## config.mk

```make
export PLATFORM = sky130hd
export DESIGN_NAME = i2c_target
export DESIGN_NICKNAME = d
export VERILOG_FILES = /design/src/rtl/i2c_target.sv
export SDC_FILE = /design/constraint.sdc
export NUM_CORES = 1
export LEC_CHECK = 0
export CAP_MARGIN = 20
export CORE_ASPECT_RATIO = 1.25
export CORE_MARGIN = 2
export CORE_UTILIZATION = 45
export CTS_CLUSTER_SIZE = 14
export DETAILED_ROUTE_END_ITERATION = 12
export PLACE_DENSITY_LB_ADDON = 0.2
export SYNTH_ARGS = -nofsm -noshare
export SYNTH_HDL_FRONTEND = slang
export SYNTH_SLANG_ARGS = --single-unit
export TNS_END_PERCENT = 5
```

## constraint.sdc

```tcl
create_clock -name clk -period 3.05 [get_ports clk]
set_input_delay 0.305 -clock clk [delete_from_list [all_inputs] [get_ports clk]]
set_output_delay 0.305 -clock clk [all_outputs]
set_load 0.05 [all_outputs]
```

## src/rtl/i2c_target.sv

```systemverilog
// ---------------------------------------------------------------------------
// i2c_target -- I2C target (slave) with an 8-bit register-pointer interface.
//
// The host addresses the target, writes a register pointer, then either
// writes data bytes (one reg_we strobe per byte, pointer auto-increments) or
// issues a repeated START with R/W=1 and reads bytes (one reg_re strobe per
// byte, pointer auto-increments). SCL is never driven (no clock stretching).
//
// Ports
//   clk             in   system clock, all logic on rising edge
//   reset           in   synchronous, active-high
//   i2c_scl_in      in   raw SCL pad level (asynchronous)
//   i2c_sda_in      in   raw SDA pad level (asynchronous)
//   i2c_sda_drive_n out  0 pulls SDA low, 1 releases it (open-drain)
//   reg_addr        out  register pointer
//   reg_wdata       out  write data, qualified by reg_we
//   reg_we          out  one-cycle write strobe
//   reg_re          out  one-cycle read strobe; reg_rdata sampled that cycle
//   reg_rdata       in   read data, combinational from reg_addr
//   busy            out  high from address-match ACK until next START/STOP
// ---------------------------------------------------------------------------
module i2c_target #(
  parameter logic [6:0] ADDRESS = 7'h50
) (
  input  logic       clk,
  input  logic       reset,
  input  logic       i2c_scl_in,
  input  logic       i2c_sda_in,
  output logic       i2c_sda_drive_n,
  output logic [7:0] reg_addr,
  output logic [7:0] reg_wdata,
  output logic       reg_we,
  output logic       reg_re,
  input  logic [7:0] reg_rdata,
  output logic       busy
);

  typedef enum logic [2:0] {
    ST_IDLE     = 3'd0,
    ST_ADDR     = 3'd1,
    ST_ADDR_ACK = 3'd2,
    ST_WR_BYTE  = 3'd3,
    ST_WR_ACK   = 3'd4,
    ST_RD_BYTE  = 3'd5,
    ST_RD_ACK   = 3'd6,
    ST_IGNORE   = 3'd7
  } state_e;

  // Input conditioning: 2-flop synchroniser, then two history samples.
  logic       scl_meta_q, scl_sync_q, scl_filt_q, scl_prev_q, scl_filt_d;
  logic       sda_meta_q, sda_sync_q, sda_filt_q, sda_prev_q, sda_filt_d;
  logic [1:0] scl_hist_q, sda_hist_q;

  // Bus events derived from the filtered levels.
  logic scl_rise_s, scl_fall_s, start_s, stop_s;

  state_e     state_q, state_d;
  logic [3:0] bit_cnt_q, bit_cnt_d;
  logic [6:0] shift_q, shift_d;        // lower 7 bits of incoming byte
  logic [6:0] rd_shift_q, rd_shift_d;  // remaining read bits, MSB in [6]
  logic       rw_q, rw_d;
  logic       phase_q, phase_d;        // second half of an ACK slot
  logic       first_q, first_d;        // next write byte is the pointer
  logic       drive_n_q, drive_n_d;
  logic [7:0] ptr_q, ptr_d;
  logic [7:0] wdata_q, wdata_d;
  logic       we_q, we_d;
  logic       re_q, re_d;
  logic       busy_q, busy_d;
  logic [7:0] byte_s;

  // Synchroniser, history and filtered-level registers for SCL and SDA.
  always_ff @(posedge clk) begin
    if (reset) begin
      scl_meta_q <= 1'b1;
      scl_sync_q <= 1'b1;
      scl_hist_q <= 2'b11;
      scl_filt_q <= 1'b1;
      scl_prev_q <= 1'b1;
      sda_meta_q <= 1'b1;
      sda_sync_q <= 1'b1;
      sda_hist_q <= 2'b11;
      sda_filt_q <= 1'b1;
      sda_prev_q <= 1'b1;
    end else begin
      scl_meta_q <= i2c_scl_in;
      scl_sync_q <= scl_meta_q;
      scl_hist_q <= {scl_hist_q[0], scl_sync_q};
      scl_filt_q <= scl_filt_d;
      scl_prev_q <= scl_filt_q;
      sda_meta_q <= i2c_sda_in;
      sda_sync_q <= sda_meta_q;
      sda_hist_q <= {sda_hist_q[0], sda_sync_q};
      sda_filt_q <= sda_filt_d;
      sda_prev_q <= sda_filt_q;
    end
  end

  // Agreement filter: the filtered level follows only three equal samples.
  always_comb begin
    scl_filt_d = scl_filt_q;
    sda_filt_d = sda_filt_q;
    if ((scl_sync_q == scl_hist_q[0]) && (scl_hist_q[0] == scl_hist_q[1])) begin
      scl_filt_d = scl_sync_q;
    end else begin
      scl_filt_d = scl_filt_q;
    end
    if ((sda_sync_q == sda_hist_q[0]) && (sda_hist_q[0] == sda_hist_q[1])) begin
      sda_filt_d = sda_sync_q;
    end else begin
      sda_filt_d = sda_filt_q;
    end
  end

  // SDA edges only count as START/STOP when SCL was high on both samples.
  assign scl_rise_s = scl_filt_q & ~scl_prev_q;
  assign scl_fall_s = ~scl_filt_q & scl_prev_q;
  assign start_s    = scl_filt_q & scl_prev_q & ~sda_filt_q & sda_prev_q;
  assign stop_s     = scl_filt_q & scl_prev_q & sda_filt_q & ~sda_prev_q;
  assign byte_s     = {shift_q, sda_filt_q};

  // FSM state register.
  always_ff @(posedge clk) begin
    if (reset) begin
      state_q <= ST_IDLE;
    end else begin
      state_q <= state_d;
    end
  end

  // FSM next-state logic; STOP and START override every state.
  always_comb begin
    state_d = state_q;
    if (stop_s) begin
      state_d = ST_IDLE;
    end else if (start_s) begin
      state_d = ST_ADDR;
    end else begin
      case (state_q)
        ST_IDLE: begin
          state_d = ST_IDLE;
        end
        ST_ADDR: begin
          if (scl_rise_s && (bit_cnt_q == 4'd7)) begin
            state_d = (byte_s[7:1] == ADDRESS) ? ST_ADDR_ACK : ST_IGNORE;
          end else begin
            state_d = ST_ADDR;
          end
        end
        ST_ADDR_ACK: begin
          if (scl_fall_s && phase_q) begin
            state_d = rw_q ? ST_RD_BYTE : ST_WR_BYTE;
          end else begin
            state_d = ST_ADDR_ACK;
          end
        end
        ST_WR_BYTE: begin
          if (scl_rise_s && (bit_cnt_q == 4'd7)) begin
            state_d = ST_WR_ACK;
          end else begin
            state_d = ST_WR_BYTE;
          end
        end
        ST_WR_ACK: begin
          if (scl_fall_s && phase_q) begin
            state_d = ST_WR_BYTE;
          end else begin
            state_d = ST_WR_ACK;
          end
        end
        ST_RD_BYTE: begin
          if (scl_rise_s && (bit_cnt_q == 4'd7)) begin
            state_d = ST_RD_ACK;
          end else begin
            state_d = ST_RD_BYTE;
          end
        end
        ST_RD_ACK: begin
          // Host NACK (SDA high on the 9th rising edge) ends the read.
          if (scl_rise_s && sda_filt_q) begin
            state_d = ST_IGNORE;
          end else if (scl_fall_s && phase_q) begin
            state_d = ST_RD_BYTE;
          end else begin
            state_d = ST_RD_ACK;
          end
        end
        ST_IGNORE: begin
          state_d = ST_IGNORE;
        end
        default: begin
          state_d = ST_IDLE;
        end
      endcase
    end
  end

  // FSM output / datapath next-state logic.
  always_comb begin
    bit_cnt_d  = bit_cnt_q;
    shift_d    = shift_q;
    rd_shift_d = rd_shift_q;
    rw_d       = rw_q;
    phase_d    = phase_q;
    first_d    = first_q;
    drive_n_d  = drive_n_q;
    ptr_d      = ptr_q;
    wdata_d    = wdata_q;
    we_d       = 1'b0;
    re_d       = 1'b0;
    busy_d     = busy_q;

    // The pointer advances the cycle after each strobe.
    if (we_q || re_q) begin
      ptr_d = ptr_q + 8'd1;
    end else begin
      ptr_d = ptr_q;
    end

    // reg_rdata is valid while reg_re is high: load it and drive the MSB.
    if (re_q) begin
      rd_shift_d = reg_rdata[6:0];
      drive_n_d  = reg_rdata[7];
    end else begin
      rd_shift_d = rd_shift_q;
    end

    case (state_q)
      ST_ADDR: begin
        if (scl_rise_s) begin
          shift_d   = byte_s[6:0];
          bit_cnt_d = bit_cnt_q + 4'd1;
          if (bit_cnt_q == 4'd7) begin
            rw_d      = sda_filt_q;
            phase_d   = 1'b0;
            bit_cnt_d = 4'd0;
          end else begin
            rw_d = rw_q;
          end
        end else begin
          shift_d = shift_q;
        end
      end
      ST_ADDR_ACK: begin
        if (scl_fall_s) begin
          if (!phase_q) begin
            drive_n_d = 1'b0;
            busy_d    = 1'b1;
            phase_d   = 1'b1;
          end else begin
            drive_n_d = 1'b1;
            phase_d   = 1'b0;
            bit_cnt_d = 4'd0;
            if (rw_q) begin
              re_d = 1'b1;
            end else begin
              first_d = 1'b1;
            end
          end
        end else begin
          phase_d = phase_q;
        end
      end
      ST_WR_BYTE: begin
        if (scl_rise_s) begin
          shift_d   = byte_s[6:0];
          bit_cnt_d = bit_cnt_q + 4'd1;
          if (bit_cnt_q == 4'd7) begin
            bit_cnt_d = 4'd0;
            phase_d   = 1'b0;
            if (first_q) begin
              ptr_d   = byte_s;
              first_d = 1'b0;
            end else begin
              we_d    = 1'b1;
              wdata_d = byte_s;
            end
          end else begin
            phase_d = phase_q;
          end
        end else begin
          shift_d = shift_q;
        end
      end
      ST_WR_ACK: begin
        if (scl_fall_s) begin
          drive_n_d = phase_q;
          phase_d   = ~phase_q;
        end else begin
          phase_d = phase_q;
        end
      end
      ST_RD_BYTE: begin
        if (scl_rise_s) begin
          bit_cnt_d = bit_cnt_q + 4'd1;
          if (bit_cnt_q == 4'd7) begin
            bit_cnt_d = 4'd0;
            phase_d   = 1'b0;
          end else begin
            phase_d = phase_q;
          end
        end else if (scl_fall_s && (bit_cnt_q != 4'd0)) begin
          drive_n_d  = rd_shift_q[6];
          rd_shift_d = {rd_shift_q[5:0], 1'b0};
        end else begin
          bit_cnt_d = bit_cnt_q;
        end
      end
      ST_RD_ACK: begin
        if (scl_fall_s && !phase_q) begin
          drive_n_d = 1'b1;
        end else if (scl_rise_s && !sda_filt_q) begin
          phase_d = 1'b1;
        end else if (scl_fall_s && phase_q) begin
          phase_d   = 1'b0;
          bit_cnt_d = 4'd0;
          re_d      = 1'b1;
        end else begin
          phase_d = phase_q;
        end
      end
      default: begin
        bit_cnt_d = bit_cnt_q;
      end
    endcase

    // Bus conditions abort the byte in flight; strobes already earned stand.
    if (stop_s || start_s) begin
      drive_n_d = 1'b1;
      busy_d    = 1'b0;
      bit_cnt_d = 4'd0;
      phase_d   = 1'b0;
      first_d   = 1'b0;
    end else begin
      busy_d = busy_d;
    end
  end

  // Datapath and output registers.
  always_ff @(posedge clk) begin
    if (reset) begin
      bit_cnt_q  <= 4'd0;
      shift_q    <= 7'd0;
      rd_shift_q <= 7'd0;
      rw_q       <= 1'b0;
      phase_q    <= 1'b0;
      first_q    <= 1'b0;
      drive_n_q  <= 1'b1;
      ptr_q      <= 8'd0;
      wdata_q    <= 8'd0;
      we_q       <= 1'b0;
      re_q       <= 1'b0;
      busy_q     <= 1'b0;
    end else begin
      bit_cnt_q  <= bit_cnt_d;
      shift_q    <= shift_d;
      rd_shift_q <= rd_shift_d;
      rw_q       <= rw_d;
      phase_q    <= phase_d;
      first_q    <= first_d;
      drive_n_q  <= drive_n_d;
      ptr_q      <= ptr_d;
      wdata_q    <= wdata_d;
      we_q       <= we_d;
      re_q       <= re_d;
      busy_q     <= busy_d;
    end
  end

  assign i2c_sda_drive_n = drive_n_q;
  assign reg_addr        = ptr_q;
  assign reg_wdata       = wdata_q;
  assign reg_we          = we_q;
  assign reg_re          = re_q;
  assign busy            = busy_q;

endmodule

```

; ---- Word-level counts from Yosys, hierarchy flattened
; Index checks and enable logic that the tools add are counted.
[totals]
out_inout_bits = 20
reg_bits = 56
wordCells = 154
input_bits = 12
[op_classes]
reduce_logical = 30
n_eq_ne = 25
addsub = 2
muxes = 57
bitwise_logic = 16
[ops]
columns = cell, n
row1 = $mux W8, 5
row2 = $mux W4, 7
row3 = $mux W7, 4
row4 = $mux W1, 26
row5 = $pmux W3 S8, 1
row6 = $mux W3, 6
row7 = $ne A2 B2 Y1 const B, 9
row8 = $reduce_and A7 Y1, 2
row9 = $eq A3 B3 Y1 const B, 4
row10 = $pmux W4 S3, 1
row11 = $not A1 Y1, 9
row12 = $add A8 B1 Y8 const B, 1
row13 = $logic_and A1 B1 Y1, 8
row14 = $pmux W1 S4, 2
row15 = $reduce_bool A4 Y1, 2
row16 = $and A1 B1 Y1, 7
row17 = $eq A7 B7 Y1 const B, 1
row18 = $eq A3 B2 Y1 const B, 2
row19 = $mux W2, 3
row20 = $reduce_and A3 Y1, 2
row21 = $reduce_and A6 Y1, 1
row22 = $reduce_or A2 Y1, 3
row23 = $reduce_or A3 Y1, 2
row24 = $add A4 B1 Y4 const B, 1
row25 = other kinds (14), 21

; ---- Longest topological paths before layout
; Gate-level depths: netlist of run 1.
[depth]
ltp_word = 7
ltp_mapped = 6
mapped_depth_nobuf = 5

; ---- Worst setup path before layout of run 1
; No wires, ideal clock.
[synth_timing]
kind = register to register
start = register re_q (netlist: reg_re)
end = register ptr_q[4] (netlist: reg_addr[4])
path_buffers = 1
stages_incl_launch_ff = 5
arrival_ns = 1.607
period_less_slack_ns = 1.692
required_ns = 2.964
setup_ns = 0.086
setup_slack_ns = 1.358
path_cell_list = dfxtp_1 buf_1 o2111ai_1 xor2_1 a211oi_1
[synth_between]
elab_chain_len = 6
[synth_rtl]
columns = item, line_no
row1 = from (decl), 68  ; logic re_q, re_d;
row2 = from (signal assigned), 365  ; re_q <= re_d;
row3 = $logic_or A1 B1 Y1 (*), 214  ; if (we_q || re_q) begin
row4 = $mux W8 (*), 214
row5 = $mux W8, 271  ; if (first_q) begin
row6 = $mux W8, 268  ; if (bit_cnt_q == 4'd7) begin
row7 = $mux W8, 265  ; if (scl_rise_s) begin
row8 = $mux W8 (*), 228  ; case (state_q)
row9 = to (signal assigned), 362  ; ptr_q <= ptr_d;
row10 = to (decl), 65  ; logic [7:0] ptr_q, ptr_d;
; Every way passes the cells marked *; elsewhere a longest branch is shown, timed or not.
; A chain may end at the register's enable or synchronous reset.

; ---- Worst setup path in the final report of run 1
[layout_timing]
start = register state_q[1]
end = register ptr_q[0] (netlist: reg_addr[0])
[layout_between]
elab_chain_len = 2
[layout_rtl]
columns = item, line_no
row1 = from (decl), 57  ; state_e state_q, state_d;
row2 = from (signal assigned), 127  ; state_q <= state_d;
row3 = $eq A3 B2 Y1, 228
row4 = $mux W8, 228
; No other way between the ends.

==> flow_summary.toml, run 1 <==
[outcome]
status = "complete, no violations"

[route]
vias = 2213
route.detailed.drc = 0
dr.pass1.iters = 4
wirelength_mm = 5.86
vias_per_cell = 5.66
drtIter0Drc = 173
wl_per_cell_um = 15.0
detail-route-antenna-nets = 0

[critical_path]
cp_slowest_cell = "dfxtp_1"
r2r_cells = 4
end_kind = "register"
rr_endpoint = "reg_addr[0]"
r2r-start = "state_q[1]"
crit_chain = "and2b_1 > nand4_1 > mux2i_1 > nor2_1"
critical_path_peak_fanout = 20
crit_required_ns = 3.24
crit_type = "register to register"
worstPathArrival_ns = 2.29
slowest_delay_ns = 0.79
rrSetupSlack_ns = 0.95
start_kind = "register"

[timing]
setup_viol = 0
timing.final.hold_violations = 0
relSlewSlack = 0.524
fin_crit_ns = 2.10
tightestPinTransition_ns = 0.713
final.period_utilization = 0.687
finClkSkew_ns = 0.00681
final_max_slew_viol_count = 0
fin_setup_tns_ns = 0
fmax_mhz = 477
rsz0062_at_grt = "false"

[synthesis]
synth_nets = 318
async_reset_ff_frac = 0
syn_inst = 303
synth_seq_cells = 56
yosys-top-cells-area = "dfxtp_1 42%, mux2i_1 6.7%, nor2_1 5.7%"
yosys_warnings = 0
ys_types = 54
synth_top_flop_cell = "dfxtp_1"
synthesis.area_um2 = 2700
syn_avg_cell_area_um2 = 8.90
synth_edf_count = 0
yosysSeqAreaShare = 0.416
yosysTopAreaCellShare = 0.416
yosys.area.top_type = "dfxtp_1"

[global_routing]
grt_max_degree = 45
grt_use_met2 = 0.330
busiest_layer = "met2"
met1_usage = 0.242
grt_remaining_overflow = 0
grt_pass1_wl_mm = 10.4
grtUsageTotal = 0.194
use_met3 = 0.0391
antenna_found_initial = 0
grt_pass1_vias = 2200

[floorplan]
die_x_um = 73.3
start_util = 0.467
io_pins = 32
dieArea_um2 = 6630
rows = 31
core_area_um2 = 5780
die_h_um = 90.6

[place]
portBuffers = 31
place.detailed.hpwl_mm = 4.12
gp_congestion = 0.852
place_inst = 383

[cells_and_area]
drive_gt1_frac = 0.108
fin_cells = 391
nets = 339
fillCellCount = 538
area_growth_pct = 16.0
antenna_cells = 0
fin_util = 0.541

[min_path]
whs_endpoint = "sda_sync_q"
hold_class = "register to register"
hp-start = "sda_meta_q"
holdPathStages = 1

[clock_tree]
htreeDepth = 2
cts_hold_buf = 0
cts_tree = "yes"
clk_latency_ns = 0.30
numCtsBuffers = 5
clock_path_buffers = 2
postCtsSetupBuffers = 0
cts_resized = 0
clk_pin_slew_ns = 0.10
cts-root-buf = "clkbuf_8"
clock_sinks = 56

[power_and_ir_drop]
vdd_drop_max_mv = 0.345
power_uw = 1190
power.density_nw_per_um2 = 379
leakagePower_uw = 0.00109

[job]
drv_cap = 0
[registers in the layout (all words and copies together), names as in the netlist, 2 cells and up]
| signal | count |
|---|---|
| scl_hist_q | 2 |
| reg_wdata | 8 |
| sda_hist_q | 2 |
| bit_cnt_q | 4 |
| rd_shift_q | 7 |
| state_q | 3 |
| reg_addr | 8 |
| shift_q | 7 |
[critical path, delay by kind of cell (launching register included)]
| kind | cells | cell delay, ns |
|---|---|---|
| multiplexers | 1 | 0.32 |
| flip-flops | 1 | 0.79 |
| AND/OR/NAND/NOR | 3 | 0.87 |
[logic make-up after synthesis]
logic type / Yosys count / share of synthesized area
muxes: 25 / 0.0960
and+or+nand+nor: 111 / 0.219
AOI/OAI and AO/OA: 72 / 0.184
buffers and inverters: 27 / 0.0427
adders and majority gates: 3 / 0.0139
xor gates and xnor gates: 9 / 0.0292
DFF: 56 / 0.416
[synth_stat cells (7+ instances only)]
cell      count
clkbuf_1     14
a21oi_1      19
mux2_2        7
nor2_1       41
nand2_1      15
or2_2        10
dfxtp_1      56
o21ai_0      15
mux2i_1      18
a211oi_1     10
[where the power goes]
part | internal, µW | switching, µW
Clock | 185 | 234
Combinational | 17.4 | 14.4
Sequential | 734 | 1.45
[routing by layer]
metal,wire length [µm],share of wire
met2,3040,0.52
met5,0,0
met3,183,0.031
met4,97,0.017
met1,2530,0.43
[through the flow]
stage / hold slack (ns) / area [µm²] / setup slack (ns)
2_1_floorplan: 0.389 / 2700 / 1.36
3_3_place_gp: 0.392 / 3030 / 0.995
3_5_place_dp: 0.394 / 3030 / 0.977
4_1_cts: 0.417 / 3130 / 0.961
5_1_grt: 0.428 / 3130 / 0.692
6_report: 0.416 / 3130 / 0.953
[layout by cell type, fill, tap and decap left out, types with 7 or more instances in the layout]
cell type and count:
clkdlybuf4s50_1 31, mux2i_1 18, a211oi_1 10, dfxtp_1 56, nor2_1 41, nand2_1 15, a21oi_1 19, o21ai_0 15
or2_2 10, mux2_2 7
[worst max path at each step]
stage	from	end	slack (ns)
finish	state_q[1]	reg_addr[0]	0.95
global route	state_q[1]	reg_addr[1]	0.69
CTS	state_q[1]	reg_addr[7]	0.96
detailed placement	state_q[1]	reg_addr[7]	0.98
global placement	state_q[1]	reg_addr[7]	1.0
floorplan	reg_re	reg_addr[4]	1.36
[layout make-up]
type	count	area (µm²)	area share
Multi-Input combinational cell	220	1470	0.469
Sequential cell	56	1120	0.358
Timing Repair Buffer	35	340	0.109
Clock buffer	7	86.3	0.0276
Tap cell	66	82.6	0.0264
Inverter	6	22.5	0.00720
Clock inverter	1	7.51	0.00240
Power figures use the tool's default switching activity.
==> inputs of run 2 (changes only) <==
clock period = 2 ns   (was 3.05 ns; I/O delays follow)
==> flow_summary.toml, run 2 (synthesized netlist as in run 1, its figures left out) <==
[timing]
final.period_utilization = 0.888
fmax_mhz = 563
relSlewSlack = 0.599
tightestPinTransition_ns = 0.592
setup_viol = 0
fin_setup_tns_ns = 0
rsz0062_at_grt = "false"
fin_crit_ns = 1.78
timing.final.hold_violations = 0
postLayoutSetupSlackWorst_ns = 0.225
final_max_slew_viol_count = 0
finClkSkew_ns = 0.00637

[clock_tree]
postCtsSetupBuffers = 0
clock_path_buffers = 2
numCtsBuffers = 5
cts_hold_buf = 0
cts_resized = 0
htreeDepth = 2
clock_sinks = 56
cts-root-buf = "clkbuf_8"
clk_pin_slew_ns = 0.09
clk_latency_ns = 0.31
cts_tree = "yes"

[route]
m1WireLength_mm = 2.58
dr.pass1.iters = 5
dr.max_layer_used = "met4"
met3WireLength_um = 189
wl_per_cell_um = 15.0
vias_per_cell = 5.77
route.met2.wl_mm = 3.05
detail-route-antenna-nets = 0
drtIter0Drc = 166
vias = 2313
route.detailed.drc = 0
wirelength_mm = 6.03

[critical_path]
crit_required_ns = 1.80
r2r_cells = 6
critPathTopFamily = "buffers and inverters"
crit_buf_inv = 1
end_kind = "output port"
critical_path_peak_fanout = 6
start_kind = "register"
worstPathArrival_ns = 1.58
crit_chain = "clkdlybuf4s50_1"
cp_slowest_cell = "clkdlybuf4s50_1"
slowest_delay_ns = 0.84
crit_cells = 1
rrSetupSlack_ns = 0.29
crit_type = "register to output port"

[place]
place_ws_ns = 0.314
gp_congestion = 0.807
portBuffers = 31
place.detailed.hpwl_mm = 4.42

[min_path]
holdPathStages = 1
hold_class = "register to register"

[floorplan]
start_util = 0.467
die_h_um = 90.6
io_pins = 32
dieArea_um2 = 6630
core_area_um2 = 5780
rows = 31
die_x_um = 73.3

[cells_and_area]
antenna_cells = 0
layout_commonest_cell = "dfxtp_1"
final_cell_mix = "56 x dfxtp_1, 41 x nor2_1, 30 x clkdlybuf4s50_1"
area_growth_pct = 18.6
drive_gt1_frac = 0.137
fillCellCount = 543
nets = 349

[global_routing]
grt_remaining_overflow = 0
grt_max_degree = 27
grtUsageTotal = 0.195
antenna_found_initial = 0
grt_pass1_vias = 2229
grt_pass1_wl_mm = 10.3

[power_and_ir_drop]
power.density_nw_per_um2 = 566
vdd_drop_max_mv = 0.438
leakagePower_uw = 0.00114

[outcome]
status = "complete, no violations"

[job]
drv_cap = 0
==> run 2: cell types whose count changed in the layout (fill, tap and decap cells not counted) <==
cell | before | now
clkdlybuf4s50_1 | 31 | 30
buf_4 | 4 | 15
==> run 2: final timing paths <==
check / from / endpoint
worst max-delay path: reg_addr[3] / reg_addr[3]
worst min-delay path: sda_meta_q / sda_sync_q
worst max register to register: bit_cnt_q[0] / reg_wdata[3]
worst min register to register: sda_meta_q / sda_sync_q
==> run 2: metrics by stage <==
step	util	power, µW	hold slack, ns	cells	instance area, µm²
3_3_place_gp	0.538	1200	0.393	393	3110
4_1_cts	0.554	1830	0.417	401	3200
3_5_place_dp	0.538	1200	0.393	393	3110
5_1_grt	0.554	1870	0.428	401	3200
2_1_floorplan	-	1170	0.304	303	2700
6_report	0.554	1810	0.414	401	3200
==> run 2: where the power goes <==
| group | switching (µW) | internal [µW] | total (µW) |
|---|---|---|---|
| clock network | 356 | 282 | 638 |
| logic | 22.9 | 27.9 | 50.8 |
| registers | 2.35 | 1120 | 1120 |
| total | 381 | 1430 | 1810 |
==> run 2: worst reg2reg max path: cells and delay by family (launching register included) <==
family        cells  cell delay [ns]
buf+inv           1             0.24
fa+ha+maj         1             0.23
simple gates      3             0.53
flops             1             0.41
mux               1             0.20
==> run 2: layout make-up <==
class	count	area, µm²	share of cell area
multi-input cells	220	1470	0.459
flip-flops and latches	56	1120	0.350
repair buffers	45	413	0.129
clock buffers	7	86.3	0.0270
well taps	66	82.6	0.0258
inverters	6	22.5	0.00704
clock inverters	1	7.51	0.00235
==> run 2: metal layers <==
metal  GRT usage  vias up
met4      0.0910        0
li1            -     1137
met5           0        -
met3      0.0313       16
met1       0.235     1104
met2       0.331       56
